<file path="src/rtl/fifo_pkg.sv">
// Types and threshold helpers shared by fifo_sync_prog and the existing FIFO interface users.
package fifo_pkg;

  // Width wide enough for fill counts and thresholds at the largest legal depth (1024).
  localparam int CMP_W = 11;

  typedef struct packed {
    logic empty;
    logic full;
    logic full_next;
    logic almost_empty;
    logic almost_full;
    logic overflow;
    logic underflow;
  } fifo_status_t;

  function automatic logic fill_at_or_below(input logic [CMP_W-1:0] fill,
                                            input logic [CMP_W-1:0] thresh);
    return fill <= thresh;
  endfunction

  // A zero threshold turns the almost-full flag off entirely.
  function automatic logic fill_at_or_above(input logic [CMP_W-1:0] fill,
                                            input logic [CMP_W-1:0] thresh);
    return (thresh != '0) && (fill >= thresh);
  endfunction

endpackage

</file>
<file path="src/rtl/fifo_mem.sv">
// DEPTH x DATA_WIDTH flop-array storage: one synchronous write port, one asynchronous read port.
module fifo_mem #(
  parameter int DATA_WIDTH = 8,
  parameter int ADDR_WIDTH = 4
) (
  input  logic                  clk,
  input  logic                  write_en,
  input  logic [ADDR_WIDTH-1:0] write_addr,
  input  logic [DATA_WIDTH-1:0] write_data,
  input  logic [ADDR_WIDTH-1:0] read_addr,
  output logic [DATA_WIDTH-1:0] read_data
);

  localparam int DEPTH = 1 << ADDR_WIDTH;

  logic [DATA_WIDTH-1:0] mem_q [DEPTH];

  always_ff @(posedge clk) begin
    if (write_en) begin
      mem_q[write_addr] <= write_data;
    end
  end

  assign read_data = mem_q[read_addr];

endmodule

</file>
<file path="src/rtl/fifo_sync_prog.sv">
// Single-clock FIFO with programmable almost-full/empty thresholds, fill level,
// optional first-word-fall-through reads, synchronous flush and sticky error flags.
module fifo_sync_prog #(
  parameter int DATA_WIDTH = 8,
  parameter int ADDR_WIDTH = 4,
  parameter int FWFT       = 0
) (
  input  logic                  clk,
  input  logic                  rst_n,
  input  logic                  write_en,
  input  logic [DATA_WIDTH-1:0] write_data,
  input  logic                  read_en,
  output logic [DATA_WIDTH-1:0] read_data,
  input  logic                  flush,
  input  logic [ADDR_WIDTH:0]   af_thresh,
  input  logic [ADDR_WIDTH:0]   ae_thresh,
  input  logic                  clear_errors,
  output logic [ADDR_WIDTH:0]   fill_count,
  output logic                  empty,
  output logic                  full,
  output logic                  full_next,
  output logic                  almost_empty,
  output logic                  almost_full,
  output logic                  overflow,
  output logic                  underflow
);

  import fifo_pkg::*;

  localparam int               PTR_W     = ADDR_WIDTH + 1;
  localparam logic [PTR_W-1:0] DEPTH_CNT = PTR_W'(1 << ADDR_WIDTH);
  localparam logic [PTR_W-1:0] ONE       = PTR_W'(1);

  logic [PTR_W-1:0]      wr_ptr_q, wr_ptr_d;
  logic [PTR_W-1:0]      rd_ptr_q, rd_ptr_d;
  logic [PTR_W-1:0]      fill_count_q, fill_count_d;
  logic                  overflow_q, overflow_d;
  logic                  underflow_q, underflow_d;
  logic [DATA_WIDTH-1:0] read_data_q, read_data_d;
  logic [DATA_WIDTH-1:0] mem_rdata;
  logic                  wr_accept;
  logic                  rd_accept;
  fifo_status_t          status;

  always_comb begin
    status              = '0;
    status.empty        = (fill_count_q == '0);
    status.full         = (fill_count_q == DEPTH_CNT);
    status.full_next    = (fill_count_q == DEPTH_CNT - ONE);
    status.almost_empty = fill_at_or_below(CMP_W'(fill_count_q), CMP_W'(ae_thresh));
    status.almost_full  = fill_at_or_above(CMP_W'(fill_count_q), CMP_W'(af_thresh));
    status.overflow     = overflow_q;
    status.underflow    = underflow_q;
  end

  // Acceptance uses start-of-cycle full/empty, so a read never makes room for a same-cycle write.
  always_comb begin
    wr_accept    = write_en && !status.full && !flush;
    rd_accept    = read_en && !status.empty && !flush;
    wr_ptr_d     = wr_ptr_q;
    rd_ptr_d     = rd_ptr_q;
    fill_count_d = fill_count_q;
    read_data_d  = read_data_q;

    if (flush) begin
      wr_ptr_d     = '0;
      rd_ptr_d     = '0;
      fill_count_d = '0;
    end else begin
      if (wr_accept) wr_ptr_d = wr_ptr_q + ONE;
      if (rd_accept) rd_ptr_d = rd_ptr_q + ONE;
      if (wr_accept && !rd_accept) begin
        fill_count_d = fill_count_q + ONE;
      end else if (rd_accept && !wr_accept) begin
        fill_count_d = fill_count_q - ONE;
      end
    end

    if ((FWFT == 0) && rd_accept) begin
      read_data_d = mem_rdata;
    end

    // A fresh error in the clearing cycle keeps its flag set.
    overflow_d  = (overflow_q && !clear_errors) || (write_en && status.full && !flush);
    underflow_d = (underflow_q && !clear_errors) || (read_en && status.empty && !flush);
  end

  always_ff @(posedge clk or negedge rst_n) begin
    if (!rst_n) begin
      wr_ptr_q     <= '0;
      rd_ptr_q     <= '0;
      fill_count_q <= '0;
      overflow_q   <= 1'b0;
      underflow_q  <= 1'b0;
      read_data_q  <= '0;
    end else begin
      wr_ptr_q     <= wr_ptr_d;
      rd_ptr_q     <= rd_ptr_d;
      fill_count_q <= fill_count_d;
      overflow_q   <= overflow_d;
      underflow_q  <= underflow_d;
      read_data_q  <= read_data_d;
    end
  end

  fifo_mem #(
    .DATA_WIDTH(DATA_WIDTH),
    .ADDR_WIDTH(ADDR_WIDTH)
  ) u_mem (
    .clk       (clk),
    .write_en  (wr_accept),
    .write_addr(wr_ptr_q[ADDR_WIDTH-1:0]),
    .write_data(write_data),
    .read_addr (rd_ptr_q[ADDR_WIDTH-1:0]),
    .read_data (mem_rdata)
  );

  // The separate counter must always agree with the wrapped pointer distance.
  fill_matches_ptrs: assert property (@(posedge clk) disable iff (!rst_n)
    fill_count_q == PTR_W'(wr_ptr_q - rd_ptr_q));

  assign read_data    = (FWFT != 0) ? mem_rdata : read_data_q;
  assign fill_count   = fill_count_q;
  assign empty        = status.empty;
  assign full         = status.full;
  assign full_next    = status.full_next;
  assign almost_empty = status.almost_empty;
  assign almost_full  = status.almost_full;
  assign overflow     = status.overflow;
  assign underflow    = status.underflow;

endmodule

</file>
<file path="config.mk">
export PLATFORM = sky130hd
export DESIGN_NAME = fifo_sync_prog
export DESIGN_NICKNAME = d
export VERILOG_FILES = /design/src/rtl/fifo_pkg.sv /design/src/rtl/fifo_mem.sv /design/src/rtl/fifo_sync_prog.sv
export SDC_FILE = /design/constraint.sdc
export NUM_CORES = 1
export LEC_CHECK = 0
export BUFFER_PORTS_ARGS = -buffer_cell sky130_fd_sc_hd__buf_2
export CAP_MARGIN = 5
export CORE_MARGIN = 1
export CORE_UTILIZATION = 60
export DETAILED_ROUTE_END_ITERATION = 12
export PLACE_DENSITY = 0.79
export SYNTH_ARGS = -nofsm -noshare
export SYNTH_HDL_FRONTEND = slang
export SYNTH_HIERARCHICAL = 1
export SYNTH_SLANG_ARGS = --single-unit
</file>
<file path="constraint.sdc">
create_clock -name clk -period 3.9 [get_ports clk]
set_input_delay 0.585 -clock clk [delete_from_list [all_inputs] [get_ports clk]]
set_output_delay 0.585 -clock clk [all_outputs]
set_load 0.005 [all_outputs]
</file>
Yosys cells after proc, flatten, opt, wreduce, memory -nomap -nowiden
Memories as Yosys holds them, arrays and structs flattened. A register that Yosys moved wholly into a read port is not among the register bits.
Cells that the tools add are included.
{"block": "totals", "ff_bits": 17, "wordCells": 50, "mem_count": 1, "output_inout_bits": 20, "ramBits": 128}
{"name": "u_mem.mem_q", "words": 16, "width": 8, "rd": 1, "rd_ports_with_merged_regs": 1, "wr": 1, "line_no": "fifo_mem.sv:16", "source": "logic [DATA_WIDTH-1:0] mem_q [DEPTH];"}
{"block": "op_classes", "n_eq_ne": 2, "reduce_logical": 27, "order_cmp": 2, "n_mux": 9, "n_addsub": 4}
{"operator": "$mux W5", "count": 7}
{"operator": "$add A5 B1 Y5 const B", "count": 3}
{"operator": "$logic_and A1 B1 Y1", "count": 13}
{"operator": "$logic_not A1 Y1", "count": 7}
{"operator": "$eq A5 B4 Y1 const B", "count": 1}
{"operator": "$eq A5 B5 Y1 const B", "count": 1}
{"operator": "$ge A5 B5 Y1", "count": 1}
{"operator": "$le A5 B5 Y1", "count": 1}
{"operator": "$logic_not A5 Y1", "count": 1}
{"operator": "$reduce_bool A5 Y1", "count": 1}
{"operator": "$sub A5 B1 Y5 const B", "count": 1}
{"operator": "$reduce_bool A2 Y1", "count": 2}
{"operator": "$reduce_bool A3 Y1", "count": 1}
{"operator": "$logic_or A1 B1 Y1", "count": 2}
{"operator": "$mux W1", "count": 2}

Depth between registers and ports, before layout
{"block": "logic_depth", "ltp_word": 9, "ltp_mapped": 11, "mapped_depth_nobuf": 11}

Hierarchy
Netlist, hierarchy kept.
{"module": "fifo_mem", "n_inst": 1, "area_each_um2": 4987.3, "cells_per_inst": 221, "seq_area_each_um2": 3843.7}
{"module": "fifo_sync_prog", "n_inst": 1, "area_each_um2": 1453.9, "cells_per_inst": 144, "seq_area_each_um2": 575.6}

Worst setup path after synthesis
OpenSTA, ideal clock, no wires.
{"block": "synth_path", "path_type": "register -> register", "startpoint": "register fill_count_q[1], in the netlist fill_count[1]", "endpoint": "memory u_mem.mem_q[0][0], enable pin", "stages_incl_launch_ff": 7, "required_time_ns": 3.517, "period_less_slack_ns": 2.483, "arrival_time_ns": 2.099, "path_slack_ns": 1.417, "path_cell_list": "dfrtp_1 -> nor4_2 -> nand2_1 -> inv_1 -> nor2_1 -> or3b_2 -> nor3_1"}
{"block": "synth_between", "elab_chain_cells": 6}
{"item": "start, declared", "line_no": "fifo_sync_prog.sv:36", "source": "logic [PTR_W-1:0] fill_count_q, fill_count_d;"}
{"item": "start signal, assigned", "line_no": "fifo_sync_prog.sv:99", "source": "fill_count_q <= fill_count_d;"}
{"item": "$eq A5 B5 Y1", "line_no": "fifo_sync_prog.sv:48", "source": "status.full = (fill_count_q == DEPTH_CNT);"}
{"item": "via full", "line_no": "fifo_sync_prog.sv:20", "source": "output logic full,"}
{"item": "$logic_not A1 Y1", "line_no": "fifo_sync_prog.sv:58", "source": "wr_accept = write_en && !status.full && !flush;"}
{"item": "$logic_and A1 B1 Y1 (2 in series)", "line_no": "fifo_sync_prog.sv:58"}
{"item": "via wr_accept", "line_no": "fifo_sync_prog.sv:41", "source": "logic wr_accept;"}
{"item": "$mux W1", "line_no": "fifo_mem.sv:19", "source": "if (write_en) begin"}
{"item": "$mux W1 (implied by the code)", "line_no": "fifo_mem.sv:20", "source": "mem_q[write_addr] <= write_data;"}
{"item": "end, declared", "line_no": "fifo_mem.sv:16"}
The timed path passes the listed nets, and every way through them passes these cells.

Worst setup path after layout
{"block": "layout_path", "startpoint": "register fill_count_q[1], in the netlist fill_count[1]", "endpoint": "output almost_empty"}
{"block": "layout_between", "elab_chain_cells": 1}
{"item": "$le A5 B5 Y1", "line_no": "fifo_pkg.sv:19", "source": "return fill <= thresh;"}
{"item": "end, declared", "line_no": "fifo_sync_prog.sv:22", "source": "output logic almost_empty,"}
No other way between the ends.

==> results.md <==
* Post-synth top cells: edfxtp_1 (128), nor2_1 (30), dfrtp_1 (23)
* # DRC at 0
* Grt ovf at 0
* Net Switching at 1.28 mW
* Ys flop type: edfxtp_1
* Post-cts hold buffer count at 0
* # fillers at around 640
* Tcrit/Tclk final at 73.2%
* Power Density at 612 mW/mm^2
* Post-DR vias/cell at just over 6
* Slowest stage delay, CP at ~540 ps
* LEAKAGE at ~2.6 nW
* Most frequent cell after synthesis: edfxtp_1
* Pin count of the biggest net entering global routing at 36
* Die area at approximately 0.011 mm^2
* Initial DRC count at ~230
* Clock power frac at about 33%
* Comb power frac at about a fifth
* Fraction of registers with async set/reset at 15.2%
* Final instance area at between 0.007 and 0.008 mm^2
* Area delta synth->final at 13.3%
* Slew @ Worst Pin at slightly below 1000 ps
* Yosys warnings at 6
* Layout net count at between 400 and 500
* Share of layout cells above drive strength 1 at between 20% and 30%
* GRT Total Usage at 23.9%
* RSZ-0062 raised after global routing: no
* Syn avg cell area at ~18 um^2
* Synthesized area at ~0.0064 mm^2
* Global-route wire length before repair at 18,900 um
* Num rows at 37
* CTS tree: built
* Mapped Cells at approximately 370
* Switching share of power at ~29%
* Crit path DAT at ~2300 ps
* Final setup fails at 0
* Reg clk slew, reported paths at ~60 ps
* CTS sink count at between 150 and 200
* Max-cap violations at 0
* Setup CP Type: reg2out
* Dpl cell area at slightly below 0.007 mm^2
* Area leader, netlist: edfxtp_1
* Rel. slew slack at between 30% and 40%
* Root buf cell: clkbuf_8
* CP Cell Sequence: ha_1 -> nor2b_1 -> o21a_1 -> o21a_1 -> o21a_1 -> o22ai_1 -> buf_2
* Later-pin clock latency in the skew report at about 520 ps
* Starting Density at between 60% and 70%
* DR WL/cell at approximately 21 um
* H-Tree Depth at 4
* Sequential area share after synthesis at around two thirds
* Sequential power share at roughly 46%
* Crit end category: primary output
* Post-CTS setup buffers at 0
* Total Wirelength at ~12,000 um
* Setup_tns at 0 ps
* Core area at a little over 0.01 mm^2
* Gpl congestion at a little under 0.8
* CP Launch Type: register
* First drt pass iteration count at 5
* Yosys cell types at 40
* Via count at around 3,500
* Syn nets at 406
* Area share of the largest cell type after synthesis at between 50% and 60%
* Outcome: complete, no violations
* Worst vdd rail ir drop at roughly 0.00029 V
* Worst Path Required at roughly 3300 ps
* #FFs+latches synth at roughly 150
* Antenna Violating Nets Remaining at 0
* Final Max Tran Viols at 0
* CP dominant cell by count: o21a_1
* Clock tree buffer depth at 2
* Hpwl dp at approximately 7500 um
* Post-layout min period at ~2900 ps
* N_diodes at 0
* PostCTS Resize Cnt at 0
* Cts bufs inserted at 17
* Initial antenna violation count at 0
* DIE HEIGHT at between 100 and 150 um
* Vias in the first global route at roughly 3,400
* Worst Clk Skew at 8.53 ps
* Post-synth EDFFs at roughly 130
* Hold Crit Class: in2async
* Buffers on Ports at 43
* I/O pins at between 40 and 50
* Dominant cells by area after synthesis: edfxtp_1 (60%), dfrtp_1 (8.9%), mux4_2 (6.3%), mux4_1 (5.7%), ha_1 (3.1%)
* Slowest-stage cell, CP: dfrtp_1
* Max Fanout on Critical Path at 10
* Fmax at around 350 MHz
* DIE WIDTH at 106 um
* Internal cell power at ~3.2 mW
* Final hold violations at 0
## metal layers
| metal | global-route usage (%) | vias up | routed length, um |
|---|---|---|---|
| met4 | 9.13 | 0 | 178 |
| met5 | 0 | - | 0 |
| li1 | - | 1556 | - |
| met2 | 37.9 | 124 | 6180 |
| met3 | 5.32 | 15 | 777 |
| met1 | 32.9 | 1774 | 4900 |
## layout by cell type (no fill, tap or decap), types with 3 or more instances in the layout
cell	instances
a21oi_1	7
a22oi_1	16
buf_2	43
buf_4	5
clkbuf_16	16
dfrtp_1	21
edfxtp_1	128
ha_1	16
inv_1	14
inv_6	8
mux2_1	8
mux2i_1	6
mux4_1	14
mux4_2	18
nand2_1	16
nand2b_1	7
nand3_1	4
nand3b_1	3
nand4_1	4
nor2_1	30
nor2b_1	3
nor3_1	4
o21a_1	3
o21ai_0	3
o22ai_1	4
xnor2_1	3
xor2_1	6
## cells by family (layout without fill, tap and decap cells)
family	count (synthesis)	after routing	synth area share [%]
fa+ha+maj	17	17	3.42
mux	46	46	14.3
compound gates	38	38	4.29
buf+inv	27	94	2.35
xor+xnor	9	9	1.22
simple gates	77	77	5.77
flops	151	151	68.6
## worst max-delay path: cells and delay by family (launching register included)
kind / cells / cell delay, ps
AO/OA/AOI/OAI: 4 / 630
adder cells (fa/ha/maj): 1 / 310
buffers and inverters: 1 / 140
flip-flops: 1 / 540
AND/OR/NAND/NOR: 1 / 130
## final cells by class
cell class | instances | area [um^2] | area share [%]
clock buffers | 19 | 422 | 5.78
clock inverters | 13 | 110 | 1.51
inverters | 14 | 52.6 | 0.720
multi-input cells | 187 | 1870 | 25.6
flip-flops and latches | 151 | 4420 | 60.6
well taps | 136 | 170 | 2.33
repair buffers | 48 | 253 | 3.46
## path summary, 6_finish.rpt
| check | from | endpoint | slack (ps) | cells past startpoint |
|---|---|---|---|---|
| worst max-delay path | fill_count[1] | almost_empty | 1050 | 7 |
| worst min-delay path | rst_n | wr_ptr_q[0] | 50 | 1 |
| worst max register to register | fill_count[3] | fill_count[4] | 1050 | 11 |
| worst min register to register | read_data[5] | read_data[5] | 490 | 1 |
| max in group asynchronous | rst_n | rd_ptr_q[0] | 3450 | 1 |
| min in group clk | clear_errors | overflow | 290 | 2 |
## power by group through the flow
stage / combinational [mW] / clock (mW) / sequential (mW)
floorplan: 0.793 / 0 / 1.97
finish: 0.955 / 1.45 / 2.05
CTS: 0.965 / 1.47 / 2.06
global placement: 0.920 / 0 / 2.09
detailed placement: 0.946 / 0 / 2.09
global route: 1.06 / 1.54 / 2.09
## registers in the layout (all words and copies together), names as in the netlist
signal / flops
underflow: 1
read_data: 8
u_mem/mem_q: 128
overflow: 1
wr_ptr_q: 4
rd_ptr_q: 4
fill_count: 5
## per-stage QoR
stage               utilization [%]  hold WS (ps)  setup WS, ps  power, mW  instances
floorplan                         -           289          1420       2.77        365
global placement               65.3           469          1060       3.01        536
detailed placement             65.3           481           941       3.04        536
CTS                            70.4          60.5          1020       4.50        568
global route                   70.4          79.9           798       4.68        568
finish                         70.4          50.8          1050       4.46        568
Note: power is estimated with default switching activity, not from simulation.
